`src/rtl/adder_axi_pkg.sv`:
```
// Shared definitions for the adder AXI4-Lite master.
// Register map, response codes and FSM state encoding.
package adder_axi_pkg;

    localparam logic [7:0] REG_A     = 8'h00;
    localparam logic [7:0] REG_B     = 8'h04;
    localparam logic [7:0] REG_SUM   = 8'h08;
    localparam logic [7:0] REG_CARRY = 8'h0C;

    localparam logic [1:0] OKAY   = 2'b00;
    localparam logic [1:0] EXOKAY = 2'b01;
    localparam logic [1:0] SLVERR = 2'b10;
    localparam logic [1:0] DECERR = 2'b11;

    typedef enum logic [3:0] {
        IDLE,
        WR_A,
        WR_A_B,
        WR_B,
        WR_B_B,
        RD_S,
        RD_S_R,
        RD_C,
        RD_C_R,
        DONE
    } state_t;

endpackage

```
`src/rtl/adder_axi_if.sv`:
```
// AXI4-Lite channel bundle between the adder master and the adder slave.
// The master modport drives requests; the slave modport drives responses.
interface adder_axi_if #(
    parameter int DATA_WIDTH = 32,
    parameter int ADDR_WIDTH = 8
);
    import adder_axi_pkg::*;

    logic [ADDR_WIDTH-1:0]   awaddr;
    logic                    awvalid;
    logic                    awready;
    logic [DATA_WIDTH-1:0]   wdata;
    logic [DATA_WIDTH/8-1:0] wstrb;
    logic                    wvalid;
    logic                    wready;
    logic [1:0]              bresp;
    logic                    bvalid;
    logic                    bready;
    logic [ADDR_WIDTH-1:0]   araddr;
    logic                    arvalid;
    logic                    arready;
    logic [DATA_WIDTH-1:0]   rdata;
    logic [1:0]              rresp;
    logic                    rvalid;
    logic                    rready;

    modport master (
        output awaddr, awvalid, wdata, wstrb, wvalid, bready,
        output araddr, arvalid, rready,
        input  awready, wready, bresp, bvalid,
        input  arready, rdata, rresp, rvalid
    );

    modport slave (
        input  awaddr, awvalid, wdata, wstrb, wvalid, bready,
        input  araddr, arvalid, rready,
        output awready, wready, bresp, bvalid,
        output arready, rdata, rresp, rvalid
    );

endinterface

```
`src/rtl/adder_axi_master.sv`:
```
// AXI4-Lite master: writes A and B, reads sum and carry, returns result.
// Optional per-phase watchdog enabled by ADDER_MASTER_TIMEOUT_EN.
module adder_axi_master
    import adder_axi_pkg::*;
#(
    parameter int                    DATA_WIDTH     = 32,
    parameter int                    ADDR_WIDTH     = 8,
    parameter logic [ADDR_WIDTH-1:0] BASE_ADDR      = '0,
    parameter int                    TIMEOUT_CYCLES = 256
) (
    input  logic                  m1_axi_aclk,
    input  logic                  m1_axi_areset,
    input  logic                  cmd_valid,
    output logic                  cmd_ready,
    input  logic [DATA_WIDTH-1:0] cmd_a,
    input  logic [DATA_WIDTH-1:0] cmd_b,
    output logic                  rsp_valid,
    input  logic                  rsp_ready,
    output logic [DATA_WIDTH-1:0] rsp_sum,
    output logic                  rsp_carry,
    output logic                  rsp_err,
    adder_axi_if.master           m1_axi
);

    if (TIMEOUT_CYCLES < 2) begin : g_bad_timeout
        $error("TIMEOUT_CYCLES must be at least 2");
    end

    state_t state, state_adv, state_n;
    logic aw_done, w_done;
    logic [DATA_WIDTH-1:0] a_q, b_q;
    logic aw_fire, w_fire, b_fire, ar_fire, r_fire, cmd_fire;
    logic timeout;

    assign aw_fire  = m1_axi.awvalid && m1_axi.awready;
    assign w_fire   = m1_axi.wvalid && m1_axi.wready;
    assign b_fire   = m1_axi.bvalid && m1_axi.bready;
    assign ar_fire  = m1_axi.arvalid && m1_axi.arready;
    assign r_fire   = m1_axi.rvalid && m1_axi.rready;
    assign cmd_fire = cmd_valid && cmd_ready;
    assign m1_axi.wstrb = '1;

    always_comb begin
        cmd_ready      = (state == IDLE);
        rsp_valid      = (state == DONE);
        m1_axi.awvalid = 1'b0;
        m1_axi.wvalid  = 1'b0;
        m1_axi.awaddr  = '0;
        m1_axi.wdata   = '0;
        m1_axi.bready  = 1'b0;
        m1_axi.arvalid = 1'b0;
        m1_axi.araddr  = '0;
        m1_axi.rready  = 1'b0;
        unique case (state)
            WR_A: begin
                m1_axi.awvalid = !aw_done;
                m1_axi.wvalid  = !w_done;
                m1_axi.awaddr  = BASE_ADDR + ADDR_WIDTH'(REG_A);
                m1_axi.wdata   = a_q;
            end
            WR_B: begin
                m1_axi.awvalid = !aw_done;
                m1_axi.wvalid  = !w_done;
                m1_axi.awaddr  = BASE_ADDR + ADDR_WIDTH'(REG_B);
                m1_axi.wdata   = b_q;
            end
            WR_A_B, WR_B_B: m1_axi.bready = 1'b1;
            RD_S: begin
                m1_axi.arvalid = 1'b1;
                m1_axi.araddr  = BASE_ADDR + ADDR_WIDTH'(REG_SUM);
            end
            RD_C: begin
                m1_axi.arvalid = 1'b1;
                m1_axi.araddr  = BASE_ADDR + ADDR_WIDTH'(REG_CARRY);
            end
            RD_S_R, RD_C_R: m1_axi.rready = 1'b1;
            default: ;
        endcase
    end

    // A write phase ends once both channels have handshaken, in any order.
    always_comb begin
        state_adv = state;
        unique case (state)
            IDLE:   if (cmd_fire) state_adv = WR_A;
            WR_A:   if ((aw_done || aw_fire) && (w_done || w_fire)) state_adv = WR_A_B;
            WR_A_B: if (b_fire) state_adv = WR_B;
            WR_B:   if ((aw_done || aw_fire) && (w_done || w_fire)) state_adv = WR_B_B;
            WR_B_B: if (b_fire) state_adv = RD_S;
            RD_S:   if (ar_fire) state_adv = RD_S_R;
            RD_S_R: if (r_fire) state_adv = RD_C;
            RD_C:   if (ar_fire) state_adv = RD_C_R;
            RD_C_R: if (r_fire) state_adv = DONE;
            DONE:   if (rsp_ready) state_adv = IDLE;
            default: state_adv = IDLE;
        endcase
        state_n = timeout ? DONE : state_adv;
    end

`ifdef ADDER_MASTER_TIMEOUT_EN
    localparam int CW = (TIMEOUT_CYCLES > 2) ? $clog2(TIMEOUT_CYCLES) : 1;
    logic [CW-1:0] cnt;
    logic waiting;

    assign waiting = (state != IDLE) && (state != DONE) && (state_adv == state);
    assign timeout = waiting && (cnt == CW'(TIMEOUT_CYCLES - 1));

    always_ff @(posedge m1_axi_aclk or posedge m1_axi_areset) begin
        if (m1_axi_areset)          cnt <= '0;
        else if (state_n != state)  cnt <= '0;
        else if (waiting)           cnt <= cnt + CW'(1);
    end
`else
    assign timeout = 1'b0;
`endif

    always_ff @(posedge m1_axi_aclk or posedge m1_axi_areset) begin
        if (m1_axi_areset) begin
            state     <= IDLE;
            aw_done   <= 1'b0;
            w_done    <= 1'b0;
            a_q       <= '0;
            b_q       <= '0;
            rsp_sum   <= '0;
            rsp_carry <= 1'b0;
            rsp_err   <= 1'b0;
        end else begin
            state <= state_n;
            if (state_n != state) begin
                aw_done <= 1'b0;
                w_done  <= 1'b0;
            end else begin
                if (aw_fire) aw_done <= 1'b1;
                if (w_fire)  w_done  <= 1'b1;
            end
            if (cmd_fire) begin
                a_q       <= cmd_a;
                b_q       <= cmd_b;
                rsp_sum   <= '0;
                rsp_carry <= 1'b0;
                rsp_err   <= 1'b0;
            end
            if (b_fire && m1_axi.bresp != OKAY) rsp_err <= 1'b1;
            if (r_fire) begin
                if (m1_axi.rresp != OKAY) rsp_err <= 1'b1;
                if (state == RD_S_R) rsp_sum   <= m1_axi.rdata;
                else                 rsp_carry <= m1_axi.rdata[0];
            end
            if (timeout) rsp_err <= 1'b1;
        end
    end

endmodule

```
`src/flat_wrapper.sv`:
```
// flat-port wrapper written by rule: the top's interface ports become plain ports
module adder_axi_master_flat import adder_axi_pkg::*;
#(
    parameter int                    DATA_WIDTH     = 32,
    parameter int                    ADDR_WIDTH     = 8,
    parameter logic [ADDR_WIDTH-1:0] BASE_ADDR      = '0,
    parameter int                    TIMEOUT_CYCLES = 256
)
  (m1_axi_aclk, m1_axi_areset, cmd_valid, cmd_ready, cmd_a, cmd_b, rsp_valid, rsp_ready, rsp_sum, rsp_carry, rsp_err, m1_axi_awaddr, m1_axi_awvalid, m1_axi_wdata, m1_axi_wstrb, m1_axi_wvalid, m1_axi_bready, m1_axi_araddr, m1_axi_arvalid, m1_axi_rready, m1_axi_awready, m1_axi_wready, m1_axi_bresp, m1_axi_bvalid, m1_axi_arready, m1_axi_rdata, m1_axi_rresp, m1_axi_rvalid);
  adder_axi_if #(.DATA_WIDTH(DATA_WIDTH), .ADDR_WIDTH(ADDR_WIDTH)) m1_axi_i ();
  input  logic m1_axi_aclk;
  input  logic m1_axi_areset;
  input  logic cmd_valid;
  output logic cmd_ready;
  input  logic [DATA_WIDTH-1:0] cmd_a;
  input  logic [DATA_WIDTH-1:0] cmd_b;
  output logic rsp_valid;
  input  logic rsp_ready;
  output logic [DATA_WIDTH-1:0] rsp_sum;
  output logic rsp_carry;
  output logic rsp_err;
  output wire logic [$bits(m1_axi_i.awaddr)-1:0] m1_axi_awaddr;
  output wire logic [$bits(m1_axi_i.awvalid)-1:0] m1_axi_awvalid;
  output wire logic [$bits(m1_axi_i.wdata)-1:0] m1_axi_wdata;
  output wire logic [$bits(m1_axi_i.wstrb)-1:0] m1_axi_wstrb;
  output wire logic [$bits(m1_axi_i.wvalid)-1:0] m1_axi_wvalid;
  output wire logic [$bits(m1_axi_i.bready)-1:0] m1_axi_bready;
  output wire logic [$bits(m1_axi_i.araddr)-1:0] m1_axi_araddr;
  output wire logic [$bits(m1_axi_i.arvalid)-1:0] m1_axi_arvalid;
  output wire logic [$bits(m1_axi_i.rready)-1:0] m1_axi_rready;
  input wire logic [$bits(m1_axi_i.awready)-1:0] m1_axi_awready;
  input wire logic [$bits(m1_axi_i.wready)-1:0] m1_axi_wready;
  input wire logic [$bits(m1_axi_i.bresp)-1:0] m1_axi_bresp;
  input wire logic [$bits(m1_axi_i.bvalid)-1:0] m1_axi_bvalid;
  input wire logic [$bits(m1_axi_i.arready)-1:0] m1_axi_arready;
  input wire logic [$bits(m1_axi_i.rdata)-1:0] m1_axi_rdata;
  input wire logic [$bits(m1_axi_i.rresp)-1:0] m1_axi_rresp;
  input wire logic [$bits(m1_axi_i.rvalid)-1:0] m1_axi_rvalid;
  assign m1_axi_awaddr = m1_axi_i.awaddr;
  assign m1_axi_awvalid = m1_axi_i.awvalid;
  assign m1_axi_wdata = m1_axi_i.wdata;
  assign m1_axi_wstrb = m1_axi_i.wstrb;
  assign m1_axi_wvalid = m1_axi_i.wvalid;
  assign m1_axi_bready = m1_axi_i.bready;
  assign m1_axi_araddr = m1_axi_i.araddr;
  assign m1_axi_arvalid = m1_axi_i.arvalid;
  assign m1_axi_rready = m1_axi_i.rready;
  assign m1_axi_i.awready = m1_axi_awready;
  assign m1_axi_i.wready = m1_axi_wready;
  assign m1_axi_i.bresp = m1_axi_bresp;
  assign m1_axi_i.bvalid = m1_axi_bvalid;
  assign m1_axi_i.arready = m1_axi_arready;
  assign m1_axi_i.rdata = m1_axi_rdata;
  assign m1_axi_i.rresp = m1_axi_rresp;
  assign m1_axi_i.rvalid = m1_axi_rvalid;
  adder_axi_master #(.DATA_WIDTH(DATA_WIDTH), .ADDR_WIDTH(ADDR_WIDTH), .BASE_ADDR(BASE_ADDR), .TIMEOUT_CYCLES(TIMEOUT_CYCLES)) u_core (.m1_axi_aclk(m1_axi_aclk), .m1_axi_areset(m1_axi_areset), .cmd_valid(cmd_valid), .cmd_ready(cmd_ready), .cmd_a(cmd_a), .cmd_b(cmd_b), .rsp_valid(rsp_valid), .rsp_ready(rsp_ready), .rsp_sum(rsp_sum), .rsp_carry(rsp_carry), .rsp_err(rsp_err), .m1_axi(m1_axi_i));
endmodule
```
`config.mk`:
```
export PLATFORM = sky130hd
export DESIGN_NAME = adder_axi_master_flat
export DESIGN_NICKNAME = d
export VERILOG_FILES = /design/src/rtl/adder_axi_pkg.sv /design/src/rtl/adder_axi_if.sv /design/src/rtl/adder_axi_master.sv /design/src/flat_wrapper.sv
export SDC_FILE = /design/constraint.sdc
export NUM_CORES = 1
export LEC_CHECK = 0
export CORE_UTILIZATION = 38
export DETAILED_ROUTE_END_ITERATION = 8
export PLACE_DENSITY_LB_ADDON = 0.12
export SYNTH_ARGS = -nofsm -noshare
export SYNTH_HDL_FRONTEND = slang
export SYNTH_SLANG_ARGS = --single-unit
```
`constraint.sdc`:
```
create_clock -name m1_axi_aclk -period 3.66 [get_ports m1_axi_aclk]
set_input_delay 0.732 -clock m1_axi_aclk [delete_from_list [all_inputs] [get_ports m1_axi_aclk]]
set_output_delay 0.732 -clock m1_axi_aclk [all_outputs]
set_load 0.005 [all_outputs]
```
==> results of run 1 <==
## worst register-to-register path: stages, from the launching register on
cell and delay [ns]:
dfrtp_1 0.73, nand2b_1 0.32, nor3_4 0.21, buf_4 0.36
nor2_2 0.05, buf_4 0.25, a22o_1 0.23
## path summary, 6_finish.rpt
kind | cells after the start | end | slack, ns | from
setup / recovery | 6 | m1_axi_wdata[1] | 0.27 | u_core.state[0]
hold / removal | 2 | u_core.b_q[0] | 0.48 | u_core.b_q[0]
setup reg to reg | 6 | u_core.rsp_sum[10] | 1.40 | u_core.state[2]
hold reg to reg | 2 | u_core.b_q[0] | 0.48 | u_core.b_q[0]
max in group asynchronous | 3 | u_core.aw_done | 2.11 | m1_axi_areset
min in group asynchronous | 2 | u_core.rsp_sum[25] | 0.83 | m1_axi_areset
## synth_stat cells (3+ instances only)
cell / count
nand2_1: 199
dfrtp_1: 104
a22o_1: 64
buf_4: 30
buf_2: 13
nor2_1: 9
clkbuf_1: 6
a21oi_1: 5
inv_1: 5
nand2b_1: 3
## per-stage QoR
stage                     utilization  hold slack, ns
after CTS                      0.5816          0.4800
after global routing           0.5816          0.5066
after floorplan                     -          0.4461
after global placement         0.5572          0.4588
after detailed placement       0.5572          0.4630
final                          0.5816          0.4800
## state kept, by name (all words and copies together) (netlist names)
signal            count
u_core.a_q           32
u_core.aw_done        1
u_core.b_q           32
u_core.rsp_carry      1
u_core.rsp_err        1
u_core.rsp_sum       32
u_core.state          4
u_core.w_done         1
## final cells by class
| type | count | area, um^2 | area share |
|---|---|---|---|
| clock buffers | 10 | 239.0 | 0.03523 |
| inverters | 6 | 25.02 | 0.003689 |
| flip-flops and latches | 104 | 2603 | 0.3837 |
| multi-input cells | 333 | 1773 | 0.2614 |
| repair buffers | 191 | 1919 | 0.2830 |
| clock inverters | 6 | 45.04 | 0.006641 |
| well taps | 143 | 178.9 | 0.02638 |
## power by group
part	total (mW)	switching, mW	internal (mW)	leakage, nW
sequential	2.03	0.364	1.66	1.34
clock	0.917	0.438	0.480	0.119
combinational	2.30	0.965	1.33	1.72
total	5.24	1.77	3.48	3.18
## logic make-up after synthesis
group,after synthesis
muxes,3
buffers and inverters,55
DFF,104
xor gates and xnor gates,1
AOI/OAI and AO/OA,86
other,2
and+or+nand+nor,226
## layer usage
metal / track usage / vias up / share of wire
met5: 0 / - / 0
met4: 0.1022 / 0 / 0.031
met3: 0.06048 / 26 / 0.070
met2: 0.3308 / 159 / 0.47
met1: 0.2485 / 1923 / 0.43
li1: - / 1885 / -
==> flow_summary.toml, run 1 <==
[timing]
final-hold-violation-count = 0
rsz0062_at_grt = "no"
min_period_ns = 3.393
finClkSkew_ns = 0.006738
slew_headroom = 0.5937
tightest_slew_ns = 0.6094
drv_slew = 0
clock.fmax_ghz = 0.2947
period_share = 0.9270
setup_ws_ns = 0.2673
finalSetupViolCount = 0
fin_setup_tns_ns = 0

[placement]
place_area_mm2 = 0.006499
dp.cells = 777
place_ws_ns = 0.6732
port-buffer-count = 184
gp_congestion = 0.8128
dp_hpwl_um = 8773

[worst_setup_path]
cp_slowest_cell = "dfrtp_1"
cp_data_arrival_time_ns = 2.66
cp_data_required_time_ns = 2.93
worstSetupPathType = "register to output port"
cp_cell_sequence = "inv_2 > or3_4 > nor2_2 > buf_4 > a22o_1 > clkdlybuf4s50_1"
critPathMaxFanout = 32
crit_buf_inv = 3
path_delay_family = "buffers and inverters"
slowest_delay_ns = 0.58
endpoint_kind = "output port"
startpoint_type = "register"

[route]
dr.first_iter.drc_count = 242
via_per_inst = 5.035
vias = 3993
drc = 0
drt.antenna.violating_nets = 0
wl_um = 12400
wl_per_cell_um = 15.63
drt-pass1-iter-count = 4

[finish]
layout_common_cells = "198 x nand2_1, 184 x clkdlybuf4s50_1, 104 x dfrtp_1"
final_area_mm2 = 0.006783
syn_to_final_growth_pct = 46.24
fillers = 1052
layout.cells.non_filler = 793
diodes = 0
nets = 754
final_common_cell = "nand2_1"
drive_gt1_frac = 0.05692

[grt]
grt_max_degree = 57
antenna_found_initial = 0
grt_pass1_vias = 4086
grt.total_usage = 0.2040
grt_overflow_total = 0
grt_pass1_wl_um = 20060

[synthesis]
ys_seq_area_frac = 0.5611
synth_xor_area_frac = 0.001888
synth_adder_area_share = 0
syn_inst = 477
synthArstFlopShare = 1.000
synth_compound_area_frac = 0.1562
ys_seq_elements = 104
synth_flop_cell = "dfrtp_1"
muxShareOfSynthArea = 0.007014
synth_top_family_by_area = "simple AND/OR/NAND/NOR gates"
syn_area_per_cell_um2 = 9.724
synth_top_cell_area_share = 0.5611
syn_area_mm2 = 0.004638
ys_warn_count = 0
yosysUniqueCellTypes = 42
synth_area_leaders = "dfrtp_1 56%, nand2_1 16%, a22o_1 12%, buf_4 4.9%, buf_2 1.4%"
synth-simple-area-share = 0.1999
synth_top_cell_by_area = "dfrtp_1"
synth_edf_count = 0

[floorplanning]
die_h_um = 112.5
ios = 202
std_cell_rows = 39
die_x_um = 112.5
initial_core_util = 0.3977
core-area_mm2 = 0.01166
dieArea_mm2 = 0.01265

[pwr]
power_leakage_nw = 3.178
p_per_area_mw_per_mm2 = 772.9
ir_worst_vdd_uv = 353.2
power_mw = 5.242

[clock_tree]
cts_buffers = 9
h-tree-depth = 3
cts_resized = 0
hold_buffers = 0
cts.sinks = 104
cts_buffer_depth = 2
cts_setup_buffers = 0
cts_root_buf = "clkbuf_16"
clock_latency_ns = 0.35
cts_tree = "built"
path_clk_slew_ns = 0.07

[hold_path]
hold_class = "register to register"

[job]
cap_violations = 0

[run_status]
outcome = "finished clean"
Note: power is estimated with default switching activity, not from simulation.
==> run 2: changes to the inputs <==
- CORE_UTILIZATION: 38 -> 42
- clock period: 3.66 -> 3.6 ns (I/O delays scaled with it)
==> run 2 against run 1 <==
Utilization is 4.0 points higher. Largest cell class unchanged. Combinational power hardly changed. Die area is 9.4% lower. Setup slack worse by 0.053 ns. Clock skew is 0.0070 ns higher. Design area is 1.1% lower. Register-to-register slack worse by 0.11 ns. Sequential share of layout area is 0.44 points higher. Global-route usage is 1.3 points higher. Wire length is 2.9% lower.
==> flow_summary.toml, run 2 (synthesized netlist as in run 1, its figures left out) <==
[timing]
finClkSkew_ns = 0.01374
finalSetupViolCount = 0
slew_headroom = 0.4702
period_share = 0.9406
setup_ws_ns = 0.2140
clock.fmax_ghz = 0.2953
drv_slew = 0
rsz0062_at_grt = "no"
tightest_slew_ns = 0.7919
fin_setup_tns_ns = 0
min_period_ns = 3.386
final-hold-violation-count = 0

[placement]
dp.cells = 775
gp_congestion = 0.9104
dp_hpwl_um = 8489
place_ws_ns = 0.6272
port-buffer-count = 184

[floorplanning]
die_h_um = 107.1
std_cell_rows = 38
initial_core_util = 0.4297
dieArea_mm2 = 0.01147
die_x_um = 107.1
core-area_mm2 = 0.01079
ios = 202

[grt]
grt_pass1_vias = 4036
grt_overflow_total = 0
grt.total_usage = 0.2172
grt_pass1_wl_um = 19330
grt_max_degree = 62
antenna_found_initial = 0

[finish]
nets = 755
syn_to_final_growth_pct = 44.56
final_common_cell = "nand2_1"
layout_common_cells = "198 x nand2_1, 184 x clkdlybuf4s50_1, 104 x dfrtp_1"
layout.cells.non_filler = 791
top_regs = "u_core.a_q: 32 flops, u_core.b_q: 32 flops, u_core.rsp_sum: 32 flops"
diodes = 0
drive_gt1_frac = 0.05837
fillers = 920

[run_status]
outcome = "finished clean"

[clock_tree]
cts_root_buf = "clkbuf_8"
cts_buffer_depth = 2
cts.sinks = 104
cts_tree = "built"
cts_buffers = 9
clock_latency_ns = 0.37
cts_resized = 0
hold_buffers = 0
h-tree-depth = 3
cts_setup_buffers = 0
path_clk_slew_ns = 0.10

[hold_path]
hold_class = "register to register"

[route]
wl_um = 12040
wl_per_cell_um = 15.22
dr.first_iter.drc_count = 267
drc = 0
vias = 3949
via_per_inst = 4.992
drt-pass1-iter-count = 5
drt.antenna.violating_nets = 0

[pwr]
power_leakage_nw = 3.166
p_per_area_mw_per_mm2 = 768.9
ir_worst_vdd_uv = 353.6

[worst_setup_path]
critPathMaxFanout = 32
startpoint_type = "register"
endpoint_kind = "output port"
cp_data_arrival_time_ns = 2.67
worstSetupPathType = "register to output port"
cp_data_required_time_ns = 2.88

[job]
cap_violations = 0
[run 2: cell types whose count changed in the layout (fill, tap and decap cells not counted), sizes merged]
cell,change
clkinvlp,-5
clkinv,+2
buf,+1
bufinv,+1
clkbuf,+1
inv,+1
[run 2: critical path: stages, from the launching register on]
cell and delay, ns:
dfrtp_1 0.57, inv_2 0.13, or3_4 0.43, nor2_2 0.08
buf_4 0.35, a22o_1 0.23, clkdlybuf4s50_1 0.50
[run 2: power by group]
group	total, mW	switching [mW]	internal, mW
clock network	0.767	0.402	0.365
registers	2.07	0.381	1.69
logic	2.32	0.973	1.34
total	5.16	1.76	3.40
[run 2: layout make-up]
type	instances	area [um^2]	share of cell area
clock buffer	11	151.4	0.02258
clock inverter	5	63.81	0.009517
inverter	6	25.02	0.003732
multi-input combinational	333	1773	0.2644
sequential	104	2603	0.3881
tap	140	175.2	0.02612
timing repair buffer	192	1914	0.2855
[run 2: worst paths after layout]
| path | slack (ns) | to | depth (start not counted) | startpoint |
|---|---|---|---|---|
| hold / removal | 0.48 | u_core.a_q[31] | 2 | u_core.a_q[31] |
| max in group asynchronous | 2.05 | u_core.a_q[22] | 3 | m1_axi_areset |
| setup / recovery | 0.21 | m1_axi_wdata[13] | 6 | u_core.state[0] |
| setup reg to reg | 1.29 | u_core.rsp_sum[10] | 6 | u_core.state[2] |
| min in group asynchronous | 0.84 | u_core.rsp_sum[1] | 2 | m1_axi_areset |
| hold reg to reg | 0.48 | u_core.a_q[31] | 2 | u_core.a_q[31] |
[run 2: per-stage QoR]
step                utilization  power, mW  area (um^2)  hold slack [ns]
floorplan                     -      3.215         4695           0.4461
global placement         0.6013      4.349         6490           0.4600
detailed placement       0.6013      4.405         6490           0.4632
CTS                      0.6213      5.188         6705           0.4869
global route             0.6213      5.537         6705           0.5081
finish                   0.6213      5.156         6705           0.4842
[run 2: layer usage]
layer / vias up / track usage / wire length (um)
met1: 1880 / 0.2736 / 5034
li1: 1892 / - / -
met4: 0 / 0.09785 / 305
met2: 151 / 0.3452 / 5682
met3: 26 / 0.06444 / 1017
met5: - / 0 / 0
